### src/rtl/imem_loader_pkg.sv
// Shared types and constants for the instruction-memory loader.
// Build option: define IMEM_LOADER_CHECKSUM_EN to add the trailing XOR checksum check.
package imem_loader_pkg;

  localparam int          BYTES_PER_WORD = 4;
  localparam logic [31:0] HALT_WORD      = 32'h0000_0000;

  typedef enum logic [2:0] {
    ST_IDLE,
    ST_RECV,
    ST_WRITE,
    ST_DONE,
    ST_ERROR
`ifdef IMEM_LOADER_CHECKSUM_EN
    , ST_CHECK
`endif
  } state_e;

endpackage

### src/rtl/imem_loader_assembler.sv
// Byte-to-word assembler: packs little-endian bytes into a 32-bit word.
// word_ready flags the cycle in which the last byte of a word is being loaded.
module imem_loader_assembler
  import imem_loader_pkg::*;
(
  input  logic        clk,
  input  logic        reset,
  input  logic        clear,
  input  logic        load,
  input  logic [7:0]  byte_in,
  output logic [31:0] word,
  output logic        word_ready
);

  localparam int IDX_W = $clog2(BYTES_PER_WORD);

  logic [IDX_W-1:0] idx_q, idx_d;
  logic [31:0]      word_q, word_d;
  logic [31:0]      word_next;

  // Next word/index: insert the incoming byte at the current byte lane.
  always_comb begin
    // NOTE: every output gets a default first so no path leaves it unassigned (no latch).
    word_d     = word_q;
    idx_d      = idx_q;
    word_next  = word_q;
    word_next[{idx_q, 3'b000} +: 8] = byte_in;
    word_ready = load && (idx_q == IDX_W'(BYTES_PER_WORD - 1));
    if (clear) begin
      word_d = '0;
      idx_d  = '0;
    end else if (load) begin
      word_d = word_next;
      idx_d  = idx_q + IDX_W'(1);  // wraps to lane 0 after the last byte
    end
  end

  // Shift-register state; reset discards any partial word.
  always_ff @(posedge clk or negedge reset) begin
    if (!reset) begin
      // NOTE: non-blocking assignments so every flop samples pre-edge values.
      word_q <= '0;
      idx_q  <= '0;
    end else begin
      word_q <= word_d;
      idx_q  <= idx_d;
    end
  end

  assign word = word_q;

endmodule

### src/rtl/imem_loader.sv
// Instruction-memory loader: receives a byte stream, writes 32-bit words
// until a zero terminator, then releases the CPU from reset.
// Build option: IMEM_LOADER_CHECKSUM_EN appends a 32-bit XOR checksum word
// after the terminator, checked before the CPU is released.
module imem_loader
  import imem_loader_pkg::*;
#(
  parameter int ADDR_W = 8
) (
  input  logic              clk,
  input  logic              reset,
  input  logic              start,
  input  logic [7:0]        rx_data,
  input  logic              rx_valid,
  output logic              rx_ready,
  output logic              imem_we,
  output logic [ADDR_W-1:0] imem_addr,
  output logic [31:0]       imem_wdata,
  output logic              cpu_hold,
  output logic              load_done,
  output logic              load_error,
  output logic [ADDR_W:0]   word_count
);

  state_e            state_q, state_d;
  logic [ADDR_W-1:0] addr_q, addr_d;
  logic [ADDR_W:0]   count_q, count_d;
`ifdef IMEM_LOADER_CHECKSUM_EN
  logic [31:0]       acc_q, acc_d;
`endif

  logic        asm_clear, asm_load, word_ready, restart;
  logic [31:0] word;

  imem_loader_assembler u_asm (
    .clk        (clk),
    .reset      (reset),
    .clear      (asm_clear),
    .load       (asm_load),
    .byte_in    (rx_data),
    .word       (word),
    .word_ready (word_ready)
  );

  // Next-state and Moore outputs of the load sequencer.
  always_comb begin
    state_d    = state_q;
    addr_d     = addr_q;
    count_d    = count_q;
`ifdef IMEM_LOADER_CHECKSUM_EN
    acc_d      = acc_q;
`endif
    asm_clear  = 1'b0;
    asm_load   = 1'b0;
    restart    = 1'b0;
    rx_ready   = 1'b0;
    imem_we    = 1'b0;
    cpu_hold   = 1'b1;
    load_done  = 1'b0;
    load_error = 1'b0;

    case (state_q)
      ST_IDLE: restart = start;
      ST_RECV: begin
        rx_ready = 1'b1;
        asm_load = rx_valid;
        if (word_ready) state_d = ST_WRITE;
      end
      ST_WRITE: begin
        imem_we = 1'b1;
        count_d = count_q + (ADDR_W + 1)'(1);
`ifdef IMEM_LOADER_CHECKSUM_EN
        acc_d   = acc_q ^ word;
`endif
        if (word == HALT_WORD) begin
`ifdef IMEM_LOADER_CHECKSUM_EN
          state_d = ST_CHECK;
`else
          state_d = ST_DONE;
`endif
        end else if (addr_q == {ADDR_W{1'b1}}) begin
          state_d = ST_ERROR;  // memory full, stream still running
        end else begin
          addr_d  = addr_q + ADDR_W'(1);
          state_d = ST_RECV;
        end
      end
`ifdef IMEM_LOADER_CHECKSUM_EN
      ST_CHECK: begin
        rx_ready = 1'b1;
        asm_load = rx_valid;
        // Last checksum byte is still on rx_data; compare the full word now.
        if (word_ready) state_d = ({rx_data, word[23:0]} == acc_q) ? ST_DONE : ST_ERROR;
      end
`endif
      ST_DONE: begin
        cpu_hold  = 1'b0;
        load_done = 1'b1;
        restart   = start;
      end
      ST_ERROR: begin
        load_error = 1'b1;
        restart    = start;
      end
      default: state_d = ST_IDLE;
    endcase

    if (restart) begin
      state_d   = ST_RECV;
      addr_d    = '0;
      count_d   = '0;
`ifdef IMEM_LOADER_CHECKSUM_EN
      acc_d     = '0;
`endif
      asm_clear = 1'b1;
    end
  end

  // Sequencer registers.
  always_ff @(posedge clk or negedge reset) begin
    if (!reset) begin
      state_q <= ST_IDLE;
      addr_q  <= '0;
      count_q <= '0;
`ifdef IMEM_LOADER_CHECKSUM_EN
      acc_q   <= '0;
`endif
    end else begin
      state_q <= state_d;
      addr_q  <= addr_d;
      count_q <= count_d;
`ifdef IMEM_LOADER_CHECKSUM_EN
      acc_q   <= acc_d;
`endif
    end
  end

  assign imem_addr  = addr_q;
  assign imem_wdata = word;
  assign word_count = count_q;

endmodule

### config.mk
export PLATFORM = sky130hd
export DESIGN_NAME = imem_loader
export DESIGN_NICKNAME = d
export VERILOG_FILES = /design/src/rtl/imem_loader_pkg.sv /design/src/rtl/imem_loader_assembler.sv /design/src/rtl/imem_loader.sv
export SDC_FILE = /design/constraint.sdc
export NUM_CORES = 1
export LEC_CHECK = 0
export ABC_AREA = 1
export BUFFER_PORTS_ARGS = -buffer_cell sky130_fd_sc_hd__buf_2
export CAP_MARGIN = 20
export CELL_PAD_IN_SITES_DETAIL_PLACEMENT = 0
export CELL_PAD_IN_SITES_GLOBAL_PLACEMENT = 2
export CORE_ASPECT_RATIO = 2
export CORE_MARGIN = 10
export CORE_UTILIZATION = 31
export DETAILED_ROUTE_END_ITERATION = 6
export GPL_ROUTABILITY_DRIVEN = 0
export GPL_TIMING_DRIVEN = 1
export PLACE_DENSITY = 0.79
export SETUP_SLACK_MARGIN = 0.02
export SYNTH_ARGS = -nofsm -noshare
export SYNTH_HDL_FRONTEND = slang
export SYNTH_HIERARCHICAL = 1
export SYNTH_SLANG_ARGS = --single-unit
### constraint.sdc
create_clock -name clk -period 1.9 [get_ports clk]
set_input_delay 0.19 -clock clk [delete_from_list [all_inputs] [get_ports clk]]
set_output_delay 0.19 -clock clk [all_outputs]
set_load 0.01 [all_outputs]
==> flow_summary.yaml <==
logic_synthesis:
  syn_avg_cell_area_sq_um: 7.646
  syn_area_sq_um: 3035
  syn-num-nets: 416
  ys_seq_elements: 54
  syn_inst: 397
  synth_warnings: 6
  synth_edf_count: 0
  synthTopCellsByArea: "dfrtp_1, nand2_1, inv_1"
  async_reset_ff_frac: 1.000
  synth_area_leader_cell: "dfrtp_1"
  yosys.area.top_type_share: 0.4452
  synth.distinct_cells: 35
  yosysSeqAreaShare: 0.4452
  synthFlopType: "dfrtp_1"
run_status:
  status: "completed"
clock_tree:
  clockRootBuffer: "clkbuf_16"
  htree_levels: 2
  post_cts_buffers: 0
  clk_pin_slew_ns: 0.07
  cts_buffers: 5
  clk_latency_ns: 0.29
  cts.sinks: 54
  cts_tree: "yes"
  clockBufferDepth: 2
timing:
  finalWorstSetupSlack_ns: 0.1872
  max_freq_ghz: 0.5838
  period_needed_ns: 1.713
  fin_tns_setup_ns: 0
  worst-slew-pin-transition_ns: 0.4732
  report.final.slew_viol_count: 0
  relSlewSlack: 0.6845
  min_period_over_period: 0.9015
  hold_viol: 0
  setup_viol: 0
  holdWs_ns: 0.1742
  skew_ns: 0.007688
  grt_setup_unrepaired: "no"
worst_setup_path:
  end_kind: "flop"
  crit_arrival_ns: 1.90
  cp_data_required_time_ns: 2.09
  crit_type: "reg -> reg"
  crit_fanout: 14
  start_kind: "flop"
die:
  core.rowCount: 51
  die_w_um: 89.97
  io_pins: 66
  dieArea_sq_um: 14390
  start_util: 0.3150
  die_height_um: 159.9
  coreArea_sq_um: 9635
final_layout:
  fill_cells: 1061
  final_cell_mix: "nand2_1, buf_2, dfrtp_1"
  seq_area_sq_um: 1351
  final_area_sq_um: 3691
  instances_no_fill: 604
  layout-drive-gt1-share: 0.2394
  finish.utilization: 0.3831
  multiInputGateArea_sq_um: 1416
  layout_commonest_cell: "nand2_1"
  area_delta_synth_final_pct: 21.60
  layout.nets: 490
  diodes: 0
grt:
  grt_usage: 0.1230
  grt_antenna_before_repair: 0
  grt-ovfl-total: 0
  first_global_vias: 2801
  grt_pass1_wl_um: 14410
  grt_max_degree: 20
pwr:
  ir_drop_mv: 0.6957
  total_power_mw: 4.247
  power_density_nw_per_um2: 1151
  p_leak_nw: 2.169
routing:
  wl_per_cell_um: 14.61
  drcViolationCount: 0
  dr_total_vias: 2683
  ant_nets: 0
  dr.pass1.iters: 4
  drt_iter0_drc: 90
  vias_per_cell: 4.442
  wirelength_um: 8822
placement:
  dp_slack_ns: 0.1167
  placedInstanceArea_sq_um: 3527
  hpwlAfterDp_um: 7183
  dp_cells: 595
  numPortBuffers: 65
worst_hold_path:
  hold_path.class: "in -> reg"
flow_run:
  cap_violations: 0
## cell type report
cell class	instances	share of cell area
Clock buffer	7	0.03864
Tap cell	132	0.04475
Clock inverter	1	0.001356
Multi-Input combinational cell	280	0.3837
Timing Repair Buffer	72	0.1041
Inverter	58	0.06136
Sequential cell	54	0.3661
## flip-flops by register name, indices dropped and copies added (netlist names)
register     flops
imem_addr        8
state_q          3
u_asm/idx_q      2
u_asm/word      32
word_count       9
## worst paths after layout
path                                            start                          to  slack, ns  depth (start not counted)
setup / recovery               state_q[1]$_DFFE_PN0P_  u_asm/word[10]$_DFFE_PN0P_       0.19                         11
hold reg to reg            u_asm/word[26]$_DFFE_PN0P_  u_asm/word[26]$_DFFE_PN0P_       0.50                          2
hold / removal                             rx_data[1]  u_asm/word[17]$_DFFE_PN0P_       0.17                          3
max in group asynchronous                       reset    imem_addr[4]$_DFFE_PN0P_       0.86                          3
min in group asynchronous                       reset   word_count[5]$_DFFE_PN0P_       0.38                          2
setup reg to reg               state_q[1]$_DFFE_PN0P_  u_asm/word[10]$_DFFE_PN0P_       0.19                         11
## power breakdown
part           switching [mW]  internal [mW]
clock network           0.411          0.524
registers               0.143           1.30
logic                    1.31          0.559
total                    1.87           2.38
## cells in the mapped netlist (2+ instances only)
master and instances:
a21oi_1 7, a21oi_2 3, and2_1 2, buf_2 2, buf_6 3, dfrtp_1 54, ha_1 7, inv_1 49
inv_2 6, nand2_1 147, nand2_4 2, nand3_1 25, nand3_2 2, nand3_4 3, nand3b_1 5, nand4_1 10
nor2_1 35, nor2_2 5, nor2_4 4, nor3_1 5, nor3_4 2, o21ai_0 2, o22ai_1 2, xor2_1 4
## per-layer routing
| metal | part of all wire | GRT usage | vias to the layer above |
|---|---|---|---|
| li1 | - | - | 1379 |
| met1 | 0.38 | 0.1224 | 1243 |
| met4 | 0.018 | 0.03857 | 0 |
| met5 | 0 | 0 | - |
| met3 | 0.046 | 0.03380 | 10 |
| met2 | 0.56 | 0.2367 | 51 |
## cell families (layout without fill, tap and decap cells)
family / Yosys count / after routing / synth area share
buffers and inverters: 63 / 138 / 0.08904
adders and majority gates: 7 / 7 / 0.02885
xor gates and xnor gates: 4 / 4 / 0.01154
and+or+nand+nor: 250 / 250 / 0.3862
DFF: 54 / 54 / 0.4452
AOI/OAI and AO/OA: 19 / 19 / 0.03916
## worst max-delay path: stages, from the launching register on
cell	delay, ns
dfrtp_1	0.50
nand3_2	0.14
clkinv_2	0.08
nor2_2	0.04
inv_2	0.08
nand2_4	0.05
inv_2	0.32
inv_4	0.08
nand2_1	0.13
nor2_2	0.07
nand2_1	0.08
nand2_1	0.05
## repair_timing
item / CTS / global route
resized for setup: 0 / 3
setup endpoints to repair: 0 / 26
endpoints found under the hold margin: 17 / 0
hold buffers: 1 / 0
(Power assumes the default switching activity.)
